==> config.mk <==
export PLATFORM = sky130hd
export DESIGN_NAME = channel_pack_4x16
export DESIGN_NICKNAME = d
export VERILOG_FILES = /design/src/rtl/channel_pack_4x16.sv
export SDC_FILE = /design/constraint.sdc
export NUM_CORES = 2
export LEC_CHECK = 0
export CAP_MARGIN = 20
export CELL_PAD_IN_SITES_DETAIL_PLACEMENT = 0
export CELL_PAD_IN_SITES_GLOBAL_PLACEMENT = 1
export CORE_MARGIN = 10
export CORE_UTILIZATION = 33
export DETAILED_ROUTE_END_ITERATION = 10
export PLACE_DENSITY_LB_ADDON = 0.05
export SLEW_MARGIN = 5
export SYNTH_ARGS = -nofsm -noshare
export SYNTH_HDL_FRONTEND = slang
export SYNTH_SLANG_ARGS = --single-unit
==> constraint.sdc <==
create_clock -name clk -period 1.73 [get_ports clk]
set_input_delay 0.173 -clock clk [delete_from_list [all_inputs] [get_ports clk]]
set_output_delay 0.173 -clock clk [all_outputs]
set_load 0.005 [all_outputs]
==> src/rtl/channel_pack_4x16.sv <==
// Packs NCH consecutive channel slices into one wide output word, with a
// one-word output register that keeps accepting slices while it is stalled.
module channel_pack_4x16 #(
  parameter int LANE_W = 11,
  parameter int LANES  = 16,
  parameter int NCH    = 4
) (
  input  logic                          clk,
  input  logic                          rst,
  input  logic                          in_valid,
  output logic                          in_ready,
  input  logic [LANE_W*LANES-1:0]       in_data,
  input  logic                          in_first,
  output logic                          out_valid,
  input  logic                          out_ready,
  output logic [LANE_W*LANES*NCH-1:0]   out_data,
  output logic                          err_align,
  output logic [15:0]                   word_cnt
);

  localparam int SW = LANE_W * LANES;
  localparam int WW = SW * NCH;
  localparam int CW = (NCH > 1) ? $clog2(NCH) : 1;
  localparam int BN = (NCH > 1) ? NCH - 1 : 1;
  localparam logic [CW-1:0] LAST = CW'(NCH - 1);

  logic [CW-1:0]          ch_idx_q, ch_idx_d;
  logic [BN-1:0][SW-1:0]  asm_q, asm_d;
  logic                   out_valid_q, out_valid_d;
  logic [WW-1:0]          out_data_q, out_data_d;
  logic                   err_align_q, err_align_d;
  logic [15:0]            word_cnt_q, word_cnt_d;

  logic          accept;
  logic          deliver;
  logic          completes;
  logic [CW-1:0] pos;
  logic [WW-1:0] word;

  // Only the completing slice can be blocked; earlier positions overlap the drain.
  assign in_ready = !((ch_idx_q == LAST) && out_valid_q && !out_ready);

  always_comb begin
    accept    = in_valid && in_ready;
    deliver   = out_valid_q && out_ready;
    pos       = in_first ? '0 : ch_idx_q;
    completes = accept && (pos == LAST);

    word = '0;
    for (int k = 0; k < NCH - 1; k++) begin
      word[k*SW +: SW] = asm_q[k];
    end
    word[(NCH-1)*SW +: SW] = in_data;

    ch_idx_d    = ch_idx_q;
    asm_d       = asm_q;
    out_valid_d = out_valid_q;
    out_data_d  = out_data_q;
    err_align_d = err_align_q;
    word_cnt_d  = word_cnt_q;

    if (accept) begin
      ch_idx_d = completes ? '0 : pos + CW'(1);
      if ((in_first && ch_idx_q != '0) || (!in_first && ch_idx_q == '0)) begin
        err_align_d = 1'b1;
      end
    end

    for (int k = 0; k < BN; k++) begin
      if (accept && !completes && pos == CW'(k)) begin
        asm_d[k] = in_data;
      end
    end

    // A completion on the same edge as a delivery reloads without a bubble.
    if (completes) begin
      out_valid_d = 1'b1;
      out_data_d  = word;
    end else if (deliver) begin
      out_valid_d = 1'b0;
    end

    if (deliver) begin
      word_cnt_d = word_cnt_q + 16'd1;
    end
  end

  always_ff @(posedge clk) begin
    if (!rst) begin
      ch_idx_q    <= '0;
      asm_q       <= '0;
      out_valid_q <= 1'b0;
      out_data_q  <= '0;
      err_align_q <= 1'b0;
      word_cnt_q  <= '0;
    end else begin
      ch_idx_q    <= ch_idx_d;
      asm_q       <= asm_d;
      out_valid_q <= out_valid_d;
      out_data_q  <= out_data_d;
      err_align_q <= err_align_d;
      word_cnt_q  <= word_cnt_d;
    end
  end

  assign out_valid = out_valid_q;
  assign out_data  = out_data_q;
  assign err_align = err_align_q;
  assign word_cnt  = word_cnt_q;

endmodule

==> summary.md <==
| Metric | Value |
|---|---|
| Status | `finished, violations left` |
| Failing checks | `negative setup slack` |
| CTS tree | `built` |
| Pwr Density | `about 990 nW/um^2` |
| Final wirelength | `182 mm` |
| Fin. Hold Viols | `0` |
| ANT nets after route | `0` |
| Most area-hungry cell type in the Yosys netlist | `dfxtp_1` |
| Critical Path Start Type | `flip-flop` |
| Peak VDD IR | `about 0.00096 V` |
| Bufs on Longest Clock Path | `3` |
| Worst Path Required | `around 2.4 ns` |
| IO Pins | `904` |
| Leading register cell type out of synthesis | `dfxtp_1` |
| Final GP Congestion | `about 0.79` |
| Die width | `378 um` |
| Synthesis warning total | `0` |
| Placeable Area | `127000 um^2` |
| Sequential share of the synthesized area | `59.3%` |
| NumNets Final | `between 6000 and 7000` |
| Largest net degree at the start of global routing | `96` |
| Die Span Y | `about 380 um` |
| Routed vias | `39200` |
| Root Driver | `clkbuf_16` |
| Critical path endpoint category | `flip-flop` |
| # port buffers | `903` |
| DRC viols | `0` |
| DIE AREA | `143000 um^2` |
| LEAKAGE | `27.0 nW` |
| Synthesized flop and latch total | `1252` |
| Post-Place Worst Slack | `-0.465 ns` |
| Fin util | `50.5%` |
| Number of synthesized flops with an enable pin | `0` |
| Largest delay share family, worst path | `buffers and inverters` |
| Synth top area share | `59.3%` |
| First-pass GRT wire length | `246 mm` |
| Overflow after GRT | `0` |
| Design area | `64300 um^2` |
| Tcrit/Tclk final | `107%` |
| Worst path slowest cell | `dfxtp_2` |
| Post-Syn Area per Cell | `approximately 8 um^2` |
| CP Buf/Inv Count | `7` |
| Final Setup Violations | `a little under 800` |
| Initial DRC count | `roughly 2100` |
| WHS | `0.0466 ns` |
| Area Growth Syn to Fin | `52.3%` |
| Layout cell share with drive strength beyond 1 | `15.5%` |
| Most numerous cell in the Yosys netlist | `nand2_1` |
| Top post-synthesis cells by count | `1594 x nand2_1, 1252 x dfxtp_1, 710 x a21oi_1` |
| Initial Util | `33.2%` |
| Placed cell areas | `54800 um^2` |
| Relative slew margins | `about 58%` |
| DP Cell Count | `7505` |
| Pins Over Slew Limit | `0` |
| Worst Path Arrival | `approximately 2.5 ns` |
| Number of max-cap violations | `0` |
| Synth top area cells | `dfxtp_1 59%, nand2_1 14%, a21oi_1 8.4%` |
| Tightest Pin Transition | `0.637 ns` |
| Antenna violations before repair | `2` |
| Crit path cell chain | `buf_6 > nand4b_4 > buf_6 > and3_4 > buf_12 > buf_12 > buf_8 > clkbuf_16 > clkbuf_16 > nand2_2 > a21oi_2` |
| Worst-path maximum fanout | `7` |
| Fin cells | `7979` |
| Clk_lat worst skew | `0.77 ns` |
| RSZ-0062 raised after global routing | `yes` |
| Row count | `131` |
| WL/cell | `~23 um` |
| Max incr delay on CP | `0.34 ns` |
| Post-synthesis cell type count | `31` |
| Critical path class | `reg2reg` |
| Via count of the first global-routing pass | `approximately 37000` |
| Tot GR Track Use | `a little under a quarter` |
| Synthesized area | `~42000 um^2` |
| First drt pass iteration count | `7` |
| Tmin final | `1.86 ns` |
| DP HPWL | `around 120 mm` |
| Sinks on Clock Net | `between 1000 and 1500` |
| Worst Setup Slack, final | `-0.129 ns` |
| Inserted Clock Buffers | `144` |
| FFs w/ async S/R, synth | `0%` |
| FILL cells | `12400` |
| Vias/cell | `between 4 and 5` |
| F_max | `538 MHz` |
| Clock Skews | `0.0275 ns` |
| Reg clk slew, reported paths | `0.05 ns` |
| Syn Inst Count | `between 5000 and 6000` |
| H-tree Lvls | `4` |
| Syn_nets | `5308` |
| Worst hold path class | `in2reg` |
-- stage by stage --
stage	power (W)	setup TNS (ns)
after floorplan	0.0312	0
after global placement	0.0328	-440.01
after detailed placement	0.0328	-451.15
after CTS	0.0638	-11.62
after global routing	0.0656	-107.54
final	0.0634	-27.05
-- state kept, by name (all words and copies together), names as in the netlist --
signal and cells:
asm_q 528, err_align 1, word_cnt 16, out_data 704, out_valid 1, ch_idx_q 2
-- cells by family after synthesis --
kind of cell,after synthesis,synth area share [%]
buf+inv,440,4.33
xor+xnor,12,0.249
compound gates,1244,14.8
mux,1,0.0237
flops,1252,59.3
fa+ha+maj,5,0.148
simple gates,2168,21.1
-- metal layers --
metal  vias up  GRT usage [%]  routed length (um)
met5         -              0                   0
met4         0           6.91                5470
met3       224           7.59               13000
met2       938           37.4               87200
met1     18700           27.4               75900
li1      19300              -                   -
-- repair_timing --
item | CTS | global route
buffers inserted | 20 | 29
pin swaps | 8 | 169
gates cloned | 14 | 80
hold buffers | 81 | 0
setup endpoints to repair | 1004 | 1067
endpoints found under the hold margin | 132 | 0
gates resized for setup | 880 | 508
-- worst paths after layout --
kind | start | endpoint | slack, ns | depth (start not counted)
setup / recovery | ch_idx_q[1] | out_data[642] | -0.13 | 11
hold / removal | in_data[125] | out_data[653] | 0.05 | 3
setup reg to reg | ch_idx_q[1] | out_data[642] | -0.13 | 11
hold reg to reg | asm_q[43] | out_data[43] | 0.44 | 2
-- worst min-delay path, stage by stage --
cell             delay [ns]
clkdlybuf4s50_1        0.45
nand2_1                0.08
a21oi_1                0.05
-- cells in the final DEF (no fill, tap or decap), types with 132 or more instances in the layout --
cell type        count
nand2_1           1453
dfxtp_1           1205
clkdlybuf4s50_1    179
o21ai_0            498
a21oi_1            577
dlygate4sd2_1      704
buf_4              132
nand3_1            510
a21oi_2            133
clkbuf_16          224
-- power by group --
part	switching [W]	internal [W]	total, W
Combinational	0.00182	0.00123	0.00305
Clock	0.0123	0.0186	0.0308
Sequential	0.000254	0.0293	0.0295
-- final cells by class --
class / count / area (um^2) / area share, %
antenna: 3 / 7.51 / 0.0117
clock buffer: 223 / 4390 / 6.83
clock inverter: 28 / 362 / 0.562
inverter: 8 / 37.5 / 0.0583
multi-input combinational: 3430 / 16900 / 26.3
sequential: 1252 / 25200 / 39.1
tap: 1662 / 2080 / 3.23
timing repair buffer: 1373 / 15400 / 23.9
Power figures use the tool's default switching activity.
